## src/rtl/data_bus_bridge_if.sv

```systemverilog
// Core-side and memory-side signal bundle for data_bus_bridge.
// master: the bridge's view. slave: the core/memory environment's view.
interface data_bus_bridge_if;
  logic [31:0] core_address;
  logic [1:0]  core_width;
  logic        core_read;
  logic        core_write;
  logic [31:0] core_wdata;
  logic [31:0] core_rdata;
  logic        core_ready;
  logic        mem_req;
  logic        mem_we;
  logic [29:0] mem_addr;
  logic [3:0]  mem_be;
  logic [31:0] mem_wdata;
  logic [31:0] mem_rdata;
  logic        mem_ack;
  logic        bus_error;

  modport master (
    input  core_address, core_width, core_read, core_write, core_wdata,
    input  mem_rdata, mem_ack,
    output core_rdata, core_ready, bus_error,
    output mem_req, mem_we, mem_addr, mem_be, mem_wdata
  );

  modport slave (
    output core_address, core_width, core_read, core_write, core_wdata,
    output mem_rdata, mem_ack,
    input  core_rdata, core_ready, bus_error,
    input  mem_req, mem_we, mem_addr, mem_be, mem_wdata
  );
endinterface

```

## src/rtl/data_bus_bridge.sv

```systemverilog
// data_bus_bridge: converts byte/half/word core load-store requests into
// word-aligned bus transfers with byte enables and lane steering, returns
// right-justified load data and a registered one-cycle-late core_ready.
// Optional misalignment checking is enabled by defining DBUS_ALIGN_CHECK_EN.
module data_bus_bridge #(
  parameter int unsigned TIMEOUT = 255
) (
  input  logic               clock,
  input  logic               reset,
  data_bus_bridge_if.master  bus
);

  typedef enum logic {ST_IDLE, ST_BUSY} state_t;

  state_t      r_state;
  logic [31:0] r_addr;
  logic [1:0]  r_width;
  logic        r_we;
  logic [31:0] r_wdata;
  logic [31:0] r_count;
  logic        r_ready;
  logic [31:0] r_rdata;
  logic        r_error;

  logic        w_busy;
  logic        w_core_req;
  logic [31:0] w_addr;
  logic [1:0]  w_width;
  logic        w_we;
  logic [31:0] w_wdata_in;
  logic [1:0]  w_off;
  logic        w_misalign;
  logic        w_req;
  logic [3:0]  w_be;
  logic [31:0] w_wdata;
  logic [31:0] w_rdata_shift;

  assign w_busy     = (r_state == ST_BUSY);
  assign w_core_req = bus.core_read | bus.core_write;

  // Select the access source: live core inputs in IDLE, holding registers in BUSY
  always_comb begin
    w_addr     = bus.core_address;
    w_width    = bus.core_width;
    w_we       = bus.core_write;
    w_wdata_in = bus.core_wdata;
    if (w_busy) begin
      w_addr     = r_addr;
      w_width    = r_width;
      w_we       = r_we;
      w_wdata_in = r_wdata;
    end
  end

  // Effective lane offset and misalignment detection
  always_comb begin
    w_off      = w_addr[1:0];
    w_misalign = 1'b0;
    case (w_width)
      2'd0:    w_off = w_addr[1:0];
`ifdef DBUS_ALIGN_CHECK_EN
      2'd1: begin
        w_off      = w_addr[1:0];
        w_misalign = ~w_busy & w_core_req & (w_addr[1:0] == 2'd3);
      end
      default: begin
        w_off      = 2'd0;
        w_misalign = ~w_busy & w_core_req & (w_addr[1:0] != 2'd0);
      end
`else
      2'd1:    w_off = {w_addr[1], 1'b0};
      default: w_off = 2'd0;
`endif
    endcase
  end

  // Byte enables and write-data lane steering
  always_comb begin
    w_be    = 4'b1111;
    w_wdata = w_wdata_in;
    case (w_width)
      2'd0: begin
        w_be    = 4'b0001 << w_off;
        w_wdata = {4{w_wdata_in[7:0]}};
      end
      2'd1: begin
        w_be    = 4'b0011 << w_off;
        w_wdata = {2{w_wdata_in[15:0]}};
      end
      default: begin
        w_be    = 4'b1111;
        w_wdata = w_wdata_in;
      end
    endcase
  end

  assign w_req         = w_busy | (w_core_req & ~w_misalign);
  assign w_rdata_shift = bus.mem_rdata >> {w_off, 3'b000};

  // mem_req is gated by reset so it drops asynchronously even while the core
  // keeps presenting its request
  assign bus.mem_req    = w_req & ~reset;
  assign bus.mem_we     = w_we;
  assign bus.mem_addr   = w_addr[31:2];
  assign bus.mem_be     = w_be;
  assign bus.mem_wdata  = w_wdata;
  assign bus.core_ready = r_ready;
  assign bus.core_rdata = r_rdata;
  assign bus.bus_error  = r_error;

  // Transfer FSM: zero-wait completion in IDLE, wait/timeout handling in BUSY
  always_ff @(posedge clock or posedge reset) begin
    if (reset) begin
      r_state <= ST_IDLE;
      r_addr  <= '0;
      r_width <= '0;
      r_we    <= 1'b0;
      r_wdata <= '0;
      r_count <= '0;
      r_ready <= 1'b0;
      r_rdata <= '0;
      r_error <= 1'b0;
    end else begin
      r_ready <= 1'b0;
      case (r_state)
        ST_IDLE: begin
          if (w_misalign) begin
            r_ready <= 1'b1;
            r_rdata <= '0;
            r_error <= 1'b1;
          end else if (w_core_req) begin
            if (bus.mem_ack) begin
              r_ready <= 1'b1;
              if (!bus.core_write) r_rdata <= w_rdata_shift;
            end else begin
              r_addr  <= bus.core_address;
              r_width <= bus.core_width;
              r_we    <= bus.core_write;
              r_wdata <= bus.core_wdata;
              r_count <= '0;
              r_state <= ST_BUSY;
            end
          end
        end
        ST_BUSY: begin
          r_count <= r_count + 32'd1;
          if (bus.mem_ack) begin
            r_ready <= 1'b1;
            if (!r_we) r_rdata <= w_rdata_shift;
            r_state <= ST_IDLE;
          end else if ((TIMEOUT != 0) && (r_count == TIMEOUT)) begin
            r_ready <= 1'b1;
            r_rdata <= 32'hDEAD_BEEF;
            r_error <= 1'b1;
            r_state <= ST_IDLE;
          end
        end
        default: r_state <= ST_IDLE;
      endcase
    end
  end

endmodule
```

## src/flat_wrapper.sv

```systemverilog
// flat-port wrapper written by rule: the top's interface ports become plain ports
module data_bus_bridge_flat 
#(
  parameter int unsigned TIMEOUT = 255
)
  (clock, reset, bus_core_address, bus_core_width, bus_core_read, bus_core_write, bus_core_wdata, bus_mem_rdata, bus_mem_ack, bus_core_rdata, bus_core_ready, bus_bus_error, bus_mem_req, bus_mem_we, bus_mem_addr, bus_mem_be, bus_mem_wdata);
  data_bus_bridge_if bus_i ();
  input  logic clock;
  input  logic reset;
  input wire logic [$bits(bus_i.core_address)-1:0] bus_core_address;
  input wire logic [$bits(bus_i.core_width)-1:0] bus_core_width;
  input wire logic [$bits(bus_i.core_read)-1:0] bus_core_read;
  input wire logic [$bits(bus_i.core_write)-1:0] bus_core_write;
  input wire logic [$bits(bus_i.core_wdata)-1:0] bus_core_wdata;
  input wire logic [$bits(bus_i.mem_rdata)-1:0] bus_mem_rdata;
  input wire logic [$bits(bus_i.mem_ack)-1:0] bus_mem_ack;
  output wire logic [$bits(bus_i.core_rdata)-1:0] bus_core_rdata;
  output wire logic [$bits(bus_i.core_ready)-1:0] bus_core_ready;
  output wire logic [$bits(bus_i.bus_error)-1:0] bus_bus_error;
  output wire logic [$bits(bus_i.mem_req)-1:0] bus_mem_req;
  output wire logic [$bits(bus_i.mem_we)-1:0] bus_mem_we;
  output wire logic [$bits(bus_i.mem_addr)-1:0] bus_mem_addr;
  output wire logic [$bits(bus_i.mem_be)-1:0] bus_mem_be;
  output wire logic [$bits(bus_i.mem_wdata)-1:0] bus_mem_wdata;
  assign bus_i.core_address = bus_core_address;
  assign bus_i.core_width = bus_core_width;
  assign bus_i.core_read = bus_core_read;
  assign bus_i.core_write = bus_core_write;
  assign bus_i.core_wdata = bus_core_wdata;
  assign bus_i.mem_rdata = bus_mem_rdata;
  assign bus_i.mem_ack = bus_mem_ack;
  assign bus_core_rdata = bus_i.core_rdata;
  assign bus_core_ready = bus_i.core_ready;
  assign bus_bus_error = bus_i.bus_error;
  assign bus_mem_req = bus_i.mem_req;
  assign bus_mem_we = bus_i.mem_we;
  assign bus_mem_addr = bus_i.mem_addr;
  assign bus_mem_be = bus_i.mem_be;
  assign bus_mem_wdata = bus_i.mem_wdata;
  data_bus_bridge #(.TIMEOUT(TIMEOUT)) u_core (.clock(clock), .reset(reset), .bus(bus_i));
endmodule
```

## config.mk

```make
export PLATFORM = sky130hd
export DESIGN_NAME = data_bus_bridge_flat
export DESIGN_NICKNAME = d
export VERILOG_FILES = /design/src/rtl/data_bus_bridge_if.sv /design/src/rtl/data_bus_bridge.sv /design/src/flat_wrapper.sv
export SDC_FILE = /design/constraint.sdc
export NUM_CORES = 1
export LEC_CHECK = 0
export ABC_CLOCK_PERIOD_IN_PS = 5800
export CORE_MARGIN = 2
export CORE_UTILIZATION = 49
export CTS_CLUSTER_DIAMETER = 200
export DETAILED_ROUTE_END_ITERATION = 8
export PLACE_DENSITY = 0.88
export SYNTH_ARGS = -nofsm -noshare
export SYNTH_HDL_FRONTEND = slang
export SYNTH_SLANG_ARGS = --single-unit
```

## constraint.sdc

```tcl
create_clock -name clock -period 5.8 [get_ports clock]
set_input_delay 1.16 -clock clock [delete_from_list [all_inputs] [get_ports clock]]
set_output_delay 1.16 -clock clock [all_outputs]
set_load 0.01 [all_outputs]
```

; After elaboration in Yosys (flattened, before gate mapping)
; Cells that the tools add are included.
[op_classes]
eq_ne = 10
n_lt_le_gt_ge = 0
mux = 30
n_reduce_logical = 5
div = 0
n_shift = 3
n_bitwise = 6
add_sub_neg = 1
mul = 0
[op_table]
columns = op, n
row1 = $mux W32, 10
row2 = $pmux W32 S2, 3
row3 = $add A32 B1 Y32 const B, 1
row4 = $eq A32 B8 Y1 const B, 1
row5 = $shr A32 B5 Y32, 1
row6 = $mux W1, 12
row7 = $ne A2 B2 Y1 const B, 5
row8 = $pmux W4 S2, 1
row9 = $ne A3 B3 Y1 const B, 2
row10 = $reduce_and A3 Y1, 2
row11 = $reduce_and A5 Y1, 1
row12 = $pmux W1 S2, 2
row13 = $pmux W2 S2, 1
row14 = $shl A1 B2 Y4 const A, 1
row15 = $shl A2 B2 Y4 const A, 1
row16 = $not A1 Y1, 3
row17 = $eq A2 B1 Y1 const B, 1
row18 = $logic_not A2 Y1, 1
row19 = $mux W2, 1
row20 = $ne A2 B1 Y1 const B, 1
row21 = $or A1 B1 Y1, 2
row22 = $reduce_and A2 Y1, 1
row23 = $and A1 B1 Y1, 1
[word_totals]
latchBits = 0
inputBits = 103
ramBits = 0
out_inout_bits = 102
ff_bits = 134
mem_bits_ro = 0
memories = 0
wordCells = 64

; Longest topological paths before layout
; Gate-level depths: netlist of the first run.
[depth]
depth_word = 8
ltp_mapped = 8
mapped_depth_nobuf = 5

; Least setup slack after synthesis of the first run
; OpenSTA, ideal clock, no wires.
[synth_timing]
path_type = input-to-output
start = in bus_core_width[1]
end = out bus_mem_wdata[30]
path_buffers = 1
slack_ns = 2.637
stages = 4
arrival_ns = 2.003
required_time_ns = 4.640
path_cell_list = mux2i_2 > clkbuf_1 > o22ai_1 > a21o_1
[synth_between]
elab_chain_len = 3
word_cells_on_any_way = 4
classes_between = eq/ne: 1 / mux: 2 / reduce/logical: 1
[synth_lines]
columns = item, line_no
row1 = start: declaration, flat_wrapper.sv:11  ; input wire logic [$bits(bus_i.core_width)-1:0] bus_core_width;
row2 = $mux W2 *, data_bus_bridge.sv:47  ; if (w_busy) begin
row3 = $eq A2 B1 Y1 or $logic_not A2 Y1 (tied branches), data_bus_bridge.sv:81  ; case (w_width)
row4 = $pmux W32 S2 *, data_bus_bridge.sv:81
row5 = end: declaration, flat_wrapper.sv:24  ; output wire logic [$bits(bus_i.mem_wdata)-1:0] bus_mem_wdata;
; Every way passes the cells marked *; elsewhere a longest branch is shown, timed or not.

; Worst setup path in the final report of the first run
[layout_timing]
start = in bus_core_width[1]
end = out bus_mem_be[0]
[layout_between]
elab_chain_len = 5
word_cells_on_any_way = 7
classes_between = eq/ne: 1 / shift: 2 / mux: 3 / reduce/logical: 1
[layout_lines]
columns = item, line_no
row1 = $mux W2 *, data_bus_bridge.sv:47
row2 = $eq A2 B1 Y1 or $logic_not A2 Y1 (tied branches), "data_bus_bridge.sv:59, data_bus_bridge.sv:81"
row3 = $pmux W2 S2, data_bus_bridge.sv:59  ; case (w_width)
row4 = $shl A2 B2 Y4 or $shl A1 B2 Y4 (tied branches), "data_bus_bridge.sv:87, data_bus_bridge.sv:83"
row5 = $pmux W4 S2 *, data_bus_bridge.sv:81
row6 = end: declaration, flat_wrapper.sv:23  ; output wire logic [$bits(bus_i.mem_be)-1:0] bus_mem_be;
; Marks and branches as above.

==> results of run 1 <==
==> cells in the final DEF (no fill, tap or decap), types with 4 or more instances in the layout <==
cell type / instances
sky130_fd_sc_hd__o22a_2: 8
sky130_fd_sc_hd__dfrtp_1: 133
sky130_fd_sc_hd__o22ai_1: 8
sky130_fd_sc_hd__and4_1: 5
sky130_fd_sc_hd__mux2_2: 109
sky130_fd_sc_hd__and3_1: 5
sky130_fd_sc_hd__o22a_1: 4
sky130_fd_sc_hd__mux2i_1: 45
sky130_fd_sc_hd__clkinvlp_4: 5
sky130_fd_sc_hd__o31ai_1: 6
sky130_fd_sc_hd__inv_6: 4
sky130_fd_sc_hd__clkbuf_16: 17
sky130_fd_sc_hd__a31o_2: 6
sky130_fd_sc_hd__o21ai_0: 38
sky130_fd_sc_hd__nand2_1: 49
sky130_fd_sc_hd__o211ai_1: 5
sky130_fd_sc_hd__a21o_1: 8
sky130_fd_sc_hd__nand3_1: 45
sky130_fd_sc_hd__o221a_2: 5
sky130_fd_sc_hd__a21oi_1: 19
sky130_fd_sc_hd__a2bb2oi_2: 6
sky130_fd_sc_hd__a32o_1: 4
sky130_fd_sc_hd__nand4_1: 18
sky130_fd_sc_hd__buf_4: 7
sky130_fd_sc_hd__nor2_1: 17
sky130_fd_sc_hd__nor4_2: 4
sky130_fd_sc_hd__clkdlybuf4s50_1: 204
==> report_power, final <==
part	leakage, nW	switching [mW]	internal [mW]
combinational	2.36	0.522	0.748
sequential	1.63	0.155	1.15
clock	0.285	0.437	0.689
total	4.28	1.11	2.59
==> worst max-delay path, stage by stage <==
cell                              delay (ns)
sky130_fd_sc_hd__clkdlybuf4s50_1        0.64
sky130_fd_sc_hd__or4b_1                 0.60
sky130_fd_sc_hd__nand2_1                0.35
sky130_fd_sc_hd__nor2_1                 0.27
sky130_fd_sc_hd__clkdlybuf4s50_1        0.58
==> state kept, by name, summed over array words and instances (netlist names) <==
register               flops
u_core.r_width             2
u_core.r_count            32
u_core.r_addr             32
u_core.r_we                1
u_core.r_wdata            32
u_core.bus.core_ready      1
u_core.bus.bus_error       1
u_core.bus.core_rdata     32
u_core.r_state             1
==> stage by stage <==
stage          setup WS (ns)  hold slack, ns
2_1_floorplan           1.06           0.459
3_3_place_gp            1.10           0.455
3_5_place_dp            1.08           0.467
4_1_cts                 1.07           0.480
5_1_grt                0.904           0.512
6_report                1.03           0.477
==> cell type report <==
type	count	share of cell area
inverters	5	0.00236
flip-flops and latches	134	0.333
well taps	184	0.0229
repair buffers	212	0.210
multi-input cells	467	0.371
clock buffers	18	0.0436
clock inverters	14	0.0171
==> kinds of logic after synthesis <==
group                    Yosys count
AND/OR/NAND/NOR                  176
multiplexers                     155
AO/OA/AOI/OAI                    135
flip-flops                       134
buffers and inverters             48
adder cells (fa/ha/maj)            1
==> worst min-delay path by stage <==
stage	start	end	slack, ns	cells past startpoint
floorplan	u_core.r_count[27]	u_core.r_count[27]	0.46	1
global placement	u_core.bus.bus_error	u_core.bus.bus_error	0.45	2
detailed placement	u_core.bus.bus_error	u_core.bus.bus_error	0.47	2
CTS	u_core.bus.bus_error	u_core.bus.bus_error	0.48	2
global route	u_core.r_wdata[29]	u_core.r_wdata[29]	0.51	1
finish	u_core.bus.bus_error	u_core.bus.bus_error	0.48	2
==> metal layers <==
metal,vias up,track usage,routed length (um)
li1,2825,-,-
met1,2980,0.320,8190
met2,284,0.392,9310
met3,27,0.0865,1810
met4,0,0.0827,369
met5,-,0,0
==> results.txt, run 1 <==
----------------------------------------------------
[Final layout]
  Number of filler cells placed in the layout ... 1033
  Ratio of cells with drive above 1 in the final layout ... 0.236
  Layout Utilization ... 0.691
  Storage cell area ... 3360 sq um
  Post-route cell area ... 10100 sq um
  Diode insertion count for antenna repair ... 0
  Final non-filler cell total ... 1034
  Area Growth Syn to Fin ... 37.4%
  Area used by multi-input combinational logic ... 3740 sq um
  Number of nets in the finished design ... 941

[Logic synthesis]
  Combinational family with the most area after synthesis ... multiplexers
  Ranking of synthesized cells by area ... sky130_fd_sc_hd__dfrtp_1 46%, sky130_fd_sc_hd__mux2_2 17%, sky130_fd_sc_hd__mux2i_1 6.1%
  Synthesis Warnings ... 0
  Net count after synthesis ... 753
  Top cells by count, synth ... 134 x sky130_fd_sc_hd__dfrtp_1, 109 x sky130_fd_sc_hd__mux2_2, 49 x sky130_fd_sc_hd__nand2_1
  Syn Std Cell Area ... 7330 sq um
  Synth Area in Simple Gates ... 0.139
  Fraction of synthesis flops using an asynchronous set or reset pin ... 1.00
  Fraction of the mapped netlist area in compound gates ... 0.136
  Flop and latch count out of synthesis ... 134
  Area share of fa/ha/maj cells after synthesis ... 0.00171
  Post-synthesis area per instance ... 11.3 sq um
  Count of distinct cell types in the synthesized netlist ... 67
  Xor/xnor share of the synthesized area ... 0
  Instance count of the mapped netlist ... 649
  Count of flip-flops with a built-in enable after synthesis ... 0
  Most used standard cell by instance count after synthesis ... sky130_fd_sc_hd__dfrtp_1
  Proportion of netlist area held by the largest area contributor ... 0.457
  Flip-flop cell with the highest count after synthesis ... sky130_fd_sc_hd__dfrtp_1
  Sequential-to-total area share from yosys stat ... 0.457
  Area leader, netlist ... sky130_fd_sc_hd__dfrtp_1
  Share of cell area taken by muxes after synthesis ... 0.231

[Critical path]
  Depth of the most critical reg-to-reg path ... 5
  Worst reg2reg endpoint ... u_core.bus.core_rdata[5]
  Origin of the worst setup path ... bus_core_width[1]
  Arrival @ worst endpoint ... 3.61 ns
  Type of origin of the critical path ... primary input
  Maximum fanout along the worst path ... 20
  Register-to-register setup slack ... 2.27 ns
  Worst EP required ... 4.64 ns
  Reg-to-reg startpoint ... u_core.r_state
  Type of destination of the critical path ... output port
  Critical path type ... in2out
  Worst setup endpoint ... bus_mem_be[0]

[Pwr]
  IR drop worst, VDD ... 252 uV
  Static leakage ... 4.28 nW
  Areal power density over the cells ... 368 nW/um^2
  Total power of the final layout ... 3.71 mW

[Global route]
  Overflow left after global routing ... 0
  Largest net degree at the start of global routing ... 108
  Initial antenna violation count ... 0
  GR Util All Layers ... 0.248
  Wire length of the first global-routing pass ... 31800 um
  Vias in the first global route ... 6171

[Clock tree]
  Number of H-tree branching levels ... 4
  CTS hold repair buffers ... 0
  Total CTS buffers ... 17
  Later-pin clock latency in the skew report ... 0.43 ns
  Post-CTS Setup Bufs ... 0
  Clock-pin slew of the registers on the worst-case setup and hold paths ... 0.06 ns
  Resized Gates After CTS ... 0
  Root buffer cell ... sky130_fd_sc_hd__clkbuf_16
  CTS tree ... done
  Clock Tree Buf Depth ... 2
  CTS sink cnt ... 134

[Place]
  Estimated wirelength of the detail-placed design ... 13400 um
  Port Buffer Count ... 204
  DP Area ... 9460 sq um
  Placed Cells incl. Taps ... 1002
  Last weighted congestion value of the routability-driven placer ... 0.886

[Timing]
  Unrepaired setup endpoints after global routing ... no
  Hold Fails Final Rpt ... 0
  Share of the cycle needed by the critical path after routing ... 0.822
  Count of final max-slew check failures ... 0
  Worst-case headroom to the max-slew limit ... 0.197
  Setup TNS after final layout ... 0 ns
  Final setup fails ... 0
  Clock Skew ... 0.0114 ns
  Maximum operating frequency ... 210 MHz
  Pin slew with the least headroom to its limit ... 1.20 ns
  Final Critical Period ... 4.77 ns

[Status]
  Run status ... complete, no violations

[Route]
  Final wirelength ... 19700 um
  Vias per Instance ... 5.91
  Routed len/inst ... 19.0 um
  Initial detailed-routing violation count ... 552
  Antenna-violating nets left ... 0
  Total iterations of the first detailed-routing run ... 5
  Number of design rule violations left after detail routing ... 0
  Via total after detailed routing ... 6116

[Floorplan]
  Area of the core region ... 14600 sq um
  Die height ... 126 um
  Width of the die ... 126 um
  Top-Level Pins ... 205
  Total die area ... 16000 sq um
  Starting Density ... 0.503
  Core Rows ... 44

[Hold path]
  Worst min-delay path class ... reg2reg

[Job]
  Number of maximum-capacitance constraint violations ... 0

----------------------------------------------------
(Power assumes the default switching activity.)
==> run 2, diff against run 1 <==
- ABC_CLOCK_PERIOD_IN_PS: 5800 -> 4200
- CORE_UTILIZATION: 49 -> 44
- PLACE_DENSITY: 0.88 -> 0.83
- clock period: 5.8 -> 4.2 ns (I/O delays scaled with it)
==> run 2 against run 1 <==
Wire length is 2.6% lower. Critical endpoint unchanged. Sequential power is 37% higher. Critical path type unchanged. Total power is 37% higher. Sequential share of layout area is 0.34 points lower.
==> results.txt, run 2 (synthesis results as in run 1) <==
----------------------------------------------------
[Status]
  Run status ... complete, no violations

[Route]
  Routed len/inst ... 17.8 um (-6.6%)
  Final wirelength ... 19200 um (-2.6%)
  Total iterations of the first detailed-routing run ... 5 (unchanged)
  Number of design rule violations left after detail routing ... 0 (unchanged)
  Via total after detailed routing ... 6147 (+0.51%)
  Antenna-violating nets left ... 0 (unchanged)
  Initial detailed-routing violation count ... 427 (-23%)
  Vias per Instance ... 5.70 (-3.6%)

[Critical path]
  Highest cell delay on the worst timing path ... 0.56 ns (-0.08 ns)
  Register-to-register setup slack ... 1.23 ns (-1.04 ns)
  Arrival @ worst endpoint ... 2.91 ns (-0.70 ns)
  Type of destination of the critical path ... output port
  Reg-to-reg startpoint ... u_core.r_state
  Family with the most delay on the worst path ... buffers and inverters
  Worst-path cell with the longest stage delay ... sky130_fd_sc_hd__clkdlybuf4s50_1
  Type of origin of the critical path ... primary input
  Worst EP required ... 3.36 ns (-1.28 ns)
  Depth of the most critical reg-to-reg path ... 4 (-1)
  Maximum fanout along the worst path ... 8 (-60%)
  Worst reg2reg endpoint ... u_core.bus.core_rdata[6]
  Number of buffers and inverters on the critical path ... 2 (unchanged)
  Critical path type ... in2out
  Series of cell instances along the critical path ... clkdlybuf4s50_1 -> or3b_2 -> nand2_1 -> nor2_1 -> clkdlybuf4s50_1
  Critical Path Most Common Cell ... sky130_fd_sc_hd__clkdlybuf4s50_1

[Timing]
  Unrepaired setup endpoints after global routing ... no
  Final setup fails ... 0 (unchanged)
  Setup TNS after final layout ... 0 ns (unchanged)
  Maximum operating frequency ... 266 MHz
  Share of the cycle needed by the critical path after routing ... 0.894
  Hold Fails Final Rpt ... 0 (unchanged)
  Final Critical Period ... 3.75 ns
  Pin slew with the least headroom to its limit ... 1.25 ns (+0.0469 ns)
  Clock Skew ... 0.0129 ns (+0.00155 ns)
  Worst-case headroom to the max-slew limit ... 0.169 (-0.0283)
  Count of final max-slew check failures ... 0 (unchanged)

[Global route]
  Vias in the first global route ... 6129 (-0.68%)
  GR Util All Layers ... 0.218 (-0.0297)
  Wire length of the first global-routing pass ... 31100 um (-2.4%)
  Largest net degree at the start of global routing ... 98 (-9.3%)
  Initial antenna violation count ... 0 (unchanged)
  Overflow left after global routing ... 0 (unchanged)

[Hold path]
  Worst hold path endpoint ... u_core.bus.core_rdata[22]
  Worst min-delay path class ... reg2reg
  Launch instance of the worst min-delay path ... u_core.bus.core_rdata[22]
  Hold Path Cell Cnt ... 1 (-1)

[Floorplan]
  Width of the die ... 133 um (+5.4%)
  Core Rows ... 47 (+6.8%)
  Top-Level Pins ... 205 (unchanged)
  Starting Density ... 0.445 (-0.0573)
  Area of the core region ... 16500 sq um (+13%)
  Total die area ... 17700 sq um (+11%)
  Die height ... 133 um (+5.4%)

[Final layout]
  Number of filler cells placed in the layout ... 1335 (+29%)
  Number of nets in the finished design ... 949 (+0.85%)
  Diode insertion count for antenna repair ... 0 (unchanged)
  Post-route cell area ... 10200 sq um (+1.0%)
  Most common library cell in the layout ignoring fill and taps ... sky130_fd_sc_hd__clkdlybuf4s50_1
  Ratio of cells with drive above 1 in the final layout ... 0.244 (+0.00712)
  Area Growth Syn to Fin ... 38.8%
  Highest-count cells in the layout ignoring fill and taps ... 204 x sky130_fd_sc_hd__clkdlybuf4s50_1, 133 x sky130_fd_sc_hd__dfrtp_1, 109 x sky130_fd_sc_hd__mux2_2

[Clock tree]
  Total CTS buffers ... 17 (unchanged)
  Number of H-tree branching levels ... 4 (unchanged)
  CTS hold repair buffers ... 0 (unchanged)
  Post-CTS Setup Bufs ... 0 (unchanged)
  Resized Gates After CTS ... 0 (unchanged)
  Clock-pin slew of the registers on the worst-case setup and hold paths ... 0.06 ns (about the same)
  CTS tree ... done
  Later-pin clock latency in the skew report ... 0.43 ns (about the same)
  Root buffer cell ... sky130_fd_sc_hd__clkbuf_16
  CTS sink cnt ... 134 (unchanged)
  Clock Tree Buf Depth ... 2 (unchanged)

[Place]
  Estimated wirelength of the detail-placed design ... 13300 um (-0.26%)
  Port Buffer Count ... 204 (unchanged)
  DP Area ... 9580 sq um (+1.2%)
  Last weighted congestion value of the routability-driven placer ... 0.853 (-3.7%)

[Job]
  Number of maximum-capacitance constraint violations ... 0 (unchanged)

[Pwr]
  IR drop worst, VDD ... 302 uV (+20%)
  Areal power density over the cells ... 498 nW/um^2 (+35%)
  Static leakage ... 4.32 nW (+1.2%)

----------------------------------------------------
## run 2: cell types whose count changed in the layout (fill, tap and decap cells not counted)
| cell | previous run | this run |
|---|---|---|
| sky130_fd_sc_hd__buf_4 | 7 | 14 |
| sky130_fd_sc_hd__inv_8 | 0 | 6 |
| sky130_fd_sc_hd__buf_12 | 1 | 2 |
| sky130_fd_sc_hd__clkbuf_8 | 1 | 0 |
| sky130_fd_sc_hd__clkinv_4 | 1 | 2 |
| sky130_fd_sc_hd__inv_6 | 4 | 5 |
| sky130_fd_sc_hd__clkinv_8 | 0 | 1 |
| sky130_fd_sc_hd__clkinv_2 | 2 | 0 |
| sky130_fd_sc_hd__bufinv_16 | 3 | 1 |
| sky130_fd_sc_hd__clkinvlp_4 | 5 | 1 |
## run 2: area by class of cell
class,count,area [sq um],share of cell area
timing repair buffer,220,2190,0.215
tap,220,275,0.0270
multi-input combinational,467,3740,0.367
clock buffer,17,425,0.0418
sequential,134,3360,0.330
inverter,5,22.5,0.00221
clock inverter,15,175,0.0172
## run 2: how the worst max path moves through the flow
stage	start	endpoint	slack, ns	cells after the start
floorplan	bus_core_width[1]	bus_mem_wdata[30]	1.68	4
global placement	bus_core_width[1]	bus_mem_wdata[31]	0.50	7
detailed placement	bus_core_width[1]	bus_mem_be[1]	0.44	6
CTS	bus_core_width[1]	bus_mem_be[1]	0.45	6
global route	bus_core_width[1]	bus_mem_be[3]	0.29	6
finish	bus_core_width[1]	bus_mem_be[0]	0.45	5
## run 2: through the flow
stage	power (mW)	instances	setup WS, ns	util	hold WS (ns)
after floorplan	2.70	649	1.68	-	0.459
after global placement	3.53	1046	0.502	0.582	0.456
after detailed placement	3.57	1046	0.441	0.582	0.476
after CTS	5.12	1078	0.446	0.618	0.491
after global routing	5.31	1078	0.291	0.618	0.508
final	5.07	1078	0.447	0.618	0.495
## run 2: per-layer routing
metal,global-route usage,vias to the layer above,share of wire
li1,-,2855,-
met1,0.271,3013,0.41
met2,0.364,252,0.49
met3,0.0685,27,0.081
met4,0.0739,0,0.014
met5,0,-,0
## run 2: power breakdown
part | internal (mW) | total [mW] | leakage [nW] | switching [mW]
logic | 1.04 | 1.76 | 2.40 | 0.713
clock network | 0.854 | 1.52 | 0.298 | 0.665
registers | 1.59 | 1.79 | 1.63 | 0.202
## run 2: worst reg2reg max path: cells and delay by family (launching register included)
| kind | cells | cell delay [ns] |
|---|---|---|
| and+or+nand+nor | 1 | 0.35 |
| buffers and inverters | 1 | 0.44 |
| AOI/OAI and AO/OA | 2 | 1.40 |
| DFF | 1 | 0.73 |
==> patch 1: new RTL, config.mk and constraints of run 2 <==
The option `DBUS_ALIGN_CHECK_EN` is turned on by a define.
--- a/src/rtl/data_bus_bridge.sv
+++ b/src/rtl/data_bus_bridge.sv
@@ -2,6 +2,8 @@
 // word-aligned bus transfers with byte enables and lane steering, returns
 // right-justified load data and a registered one-cycle-late core_ready.
 // Optional misalignment checking is enabled by defining DBUS_ALIGN_CHECK_EN.
+`define DBUS_ALIGN_CHECK_EN
+
 module data_bus_bridge #(
   parameter int unsigned TIMEOUT = 255
 ) (
Function: changed (Yosys sat finds a counterexample within 4 cycles, from zero or initial values and one cycle with reset high).
==> patch 1 against run 2 <==
- maximum frequency down 5.1%
- sequential cell count unchanged
- wire length up 12%
- via count up 8.4%
- critical path depth up 2
- die area up 2.5%
- synthesized area up 2.6%
- worst setup slack worse by 0.20 ns
- synthesized cell count up 6.2%
- total power up 37%
- sequential power up 19%
- utilization up 1.1 points
- global-route usage up 2.1 points
- final area up 2.8%
- highest routed layer unchanged
==> patch 1: results (changes against run 2) <==
metric	value	unit	change
global-route met1 utilization	31.62	%	+4.6 points
sw frac	33.03	%	+1.9 points
worst reg2reg path depth	7		+3
GR Util met3	7.282	%	+0.43 points
vias in the first global route	6538		+6.7%
combinational fraction of design power	44.9	%	+10 points
Iter 0 DRT Violations	503		+18%
Tightest Pin Transition	0.8293	ns	-0.4177 ns
reg2reg end	u_core.bus.core_rdata[4]		
Peak VDD IR	0.0004060	V	+34%
HPWL after detailed placement	15.23	mm	+14%
largest net degree at the start of global routing	71		-28%
main area contributors after synthesis	dfrtp_1 45%, mux2_2 19%, mux2i_1 4.8%		
WHS Endpoint	u_core.bus.bus_error		
Mapped Nets	793		+5.3%
Cell Area, Placed	9798	um2	+2.3%
Syn Area/Cell	10.92	um2	-3.4%
worst hold start	u_core.bus.bus_error		
Global Route Usage Sum	23.91	%	+2.1 points
beginning of the critical path	bus_core_width[0]		
status	finished, final reports clean		
Net Switching	2.292	mW	+45%
Vias	6662		+8.4%
GP Congestion	0.8564		+0.38%
share of layout cells above drive strength 1	21.02	%	-3.3 points
Worst path max stage delay	0.49	ns	-0.07 ns
## patch 1: cell count changes after synthesis, sizes merged, moves of 11 or more
| cell | delta |
|---|---|
| or4 | +16 |
| a21oi | +11 |
| o21ai | -12 |
| nand3 | -24 |
| mux2 | +15 |
| nand4 | -11 |
| o31ai | +13 |
## patch 1: kinds of logic (layout without fill, tap and decap cells)
kind of cell	after synthesis	count (layout)	synth area share [%]
flip-flops	134	134	44.58
buffers and inverters	61	271	3.942
XOR/XNOR	6	6	0.6987
multiplexers	160	160	23.35
AO/OA/AOI/OAI	166	166	15.67
adder cells (fa/ha/maj)	1	1	0.1663
AND/OR/NAND/NOR	161	161	11.59
## patch 1: metal layers
| metal | vias to the layer above | routed length, um |
|---|---|---|
| met5 | - | 0 |
| met4 | 0 | 450 |
| met3 | 30 | 1821 |
| met2 | 292 | 10060 |
| met1 | 3291 | 9055 |
| li1 | 3049 | - |
## patch 1: area by class of cell
cell class	instances	area, um2
Fill cell	1315	6175
Inverter	12	48.80
Sequential cell	134	3357
Clock buffer	20	446.7
Tap cell	220	275.3
Multi-Input combinational cell	494	3890
Timing Repair Buffer	227	2227
Clock inverter	12	222.7
## patch 1: worst register-to-register path, cell delays in order (launching register included)
cell and delay (ns):
dfrtp_4 0.65, buf_4 0.43, nor3b_1 0.13, buf_4 0.18, nor2_2 0.63, a211oi_1 0.13
a2111oi_0 0.69, mux2_2 0.28
## patch 1: metrics by stage
stage	util, %	hold slack (ns)	worst slack, ns
6_report	62.90	0.4826	0.2439
5_1_grt	62.90	0.5129	0.1864
4_1_cts	62.90	0.4861	0.2534
3_5_place_dp	58.88	0.4735	0.2566
3_3_place_gp	58.88	0.4618	0.2976
2_1_floorplan	-	0.4736	1.367
==> patch 2: new RTL, settings of run 2 <==
Made on the original files. Make the reset (`reset`) synchronous in one clocked block. Comments in the files are not updated.
--- a/src/rtl/data_bus_bridge.sv
+++ b/src/rtl/data_bus_bridge.sv
@@ -109,7 +109,7 @@
   assign bus.bus_error  = r_error;
 
   // Transfer FSM: zero-wait completion in IDLE, wait/timeout handling in BUSY
-  always_ff @(posedge clock or posedge reset) begin
+  always_ff @(posedge clock) begin
     if (reset) begin
       r_state <= ST_IDLE;
       r_addr  <= '0;
Check against the original RTL: differs if reset is asserted again (counterexample within 4 cycles, from zero or initial values and one cycle with reset high); with reset held inactive, the same outputs for 4 cycles.
==> patch 2 against run 2 <==
- worst setup slack worse by 0.19 ns
- critical path depth did not move
- synthesized area shrank 2.7%
- final area decreased by 2.5%
- die area is 2.6% lower
- sequential share of layout area decreased by 5.9 points
- utilization up 0.68 points
- via count rose by 19%
- first-iteration DRC count is 15% higher
- sequential cell count did not move
- wire length grew 17%
- largest cell class unchanged
Power is not compared: it rests on default switching activity, and its combinational part moved more than twofold at a synthesized area within 25%.
==> patch 2: results (changes against run 2) <==
metric	value	unit	change
status	finished, final reports clean		
async set-reset flop share out of synthesis	0	%	-100 points
WHS Endpoint	u_core.r_addr[23]		
Worst Hold Path Cells	2		+1
Filler Cell Count	1369		+2.5%
worst reg2reg path depth	6		+2
share of layout cells above drive strength 1	12.30	%	-12 points
Vias/cell	5.642		-1.1%
main area contributors after synthesis	dfxtp_1 38%, a21oi_1 9.4%, nand2_1 9.3%		
Iter 0 DRT Violations	492		+15%
#MultiIn Comb	690		+48%
reg2reg end	u_core.bus.core_rdata[10]		
Worst Path Arrival	3.11	ns	+0.20 ns
Routed wire per std cell	17.25	um	-3.0%
XOR/XNOR share of the synthesized area	0.2454	%	+0.25 points
CTS resizes	0		unchanged
Post-synth top cells	176 x nand2_1, 134 x a21oi_1, 134 x dfxtp_1		
vias in the first global route	7051		+15%
Global Route Usage Sum	25.18	%	+3.4 points
Critical R2R Launch	u_core.r_state		
fraction of synthesized area in multiplexers	12.39	%	-11 points
sequential share of cell area	27.05	%	-5.9 points
Vias	7318		+19%
fin nets	1172		+23%
Post-synth top flop	dfxtp_1		
Mapped Cells	897		+38%
# clk buffers	20		+3
Compound-Gate Fraction of Synth Area	19.63	%	+6.0 points
sw frac	26.14	%	
adder-cell share of the synthesized area	0.1753	%	+0.0047 points
Inst Count DP	1265		+21%
post-place setup slack	0.2746	ns	-0.1669 ns
register area share after synthesis	37.57	%	-8.1 points
GP Congestion	0.9124		+6.9%
non-clk buf share	21.75	%	+0.26 points
first-pass GRT wire length	35.82	mm	+15%
largest net degree at the start of global routing	76		-22%
worst hold start	u_core.r_addr[23]		
Reg2Reg Setup Slack	1.45	ns	+0.22 ns
relative slew slack	46.33	%	+29 points
clk tree area frac	6.704	%	+0.80 points
HPWL after detailed placement	15.36	mm	+15%
Hold Worst Slack	0.4537	ns	-0.04173 ns
Unique masters post-synth	68		+1.5%
Worst Skew	0.006475	ns	-0.006436 ns
multi-input combinational area share	41.58	%	+4.9 points
Mapped Nets	1001		+33%
CP Max Fanout	13		+5
-- patch 2: logic make-up after synthesis --
family                   after synthesis
flip-flops                           134
AO/OA/AOI/OAI                        236
adder cells (fa/ha/maj)                1
buffers and inverters                 73
XOR/XNOR                               2
AND/OR/NAND/NOR                      370
multiplexers                          81
-- patch 2: critical path, cell delays in order --
cell and delay [ns]:
clkdlybuf4s50_1 0.65, or4b_1 0.83, nand2_8 0.20, nor2_1 0.09, clkdlybuf4s50_1 0.49
-- patch 2: worst max-delay path by stage --
stage / start / end / depth (start not counted)
detailed placement: bus_core_width[1] / bus_mem_be[0] / 5
CTS: bus_core_width[1] / bus_mem_be[0] / 5
floorplan: bus_core_width[1] / bus_mem_wdata[28] / 5
global placement: bus_core_width[1] / bus_mem_be[0] / 5
global route: bus_core_width[1] / bus_mem_be[0] / 5
finish: bus_core_width[1] / bus_mem_be[0] / 5
-- patch 2: power by group through the flow --
| stage | Clock (mW) | Sequential (mW) | Combinational [mW] |
|---|---|---|---|
| 2_1_floorplan | 0 | 1.41 | 0.397 |
| 3_3_place_gp | 0 | 1.41 | 0.782 |
| 3_5_place_dp | 0 | 1.42 | 0.791 |
| 4_1_cts | 1.68 | 1.39 | 0.798 |
| 5_1_grt | 1.73 | 1.40 | 0.857 |
| 6_report | 1.66 | 1.39 | 0.801 |
-- patch 2: metal layers --
metal | vias up | track usage [%] | routed length (um)
met5 | - | 0 | 0
met4 | 0 | 7.065 | 415
met3 | 39 | 6.944 | 1828
met2 | 325 | 43.60 | 10840
met1 | 3415 | 30.69 | 9294
li1 | 3539 | - | -
-- patch 2: stage by stage --
step	power [mW]	instance area, um2
floorplan	1.806	7139
global placement	2.195	9264
detailed placement	2.207	9264
CTS	3.865	9930
global route	3.990	9930
finish	3.851	9930
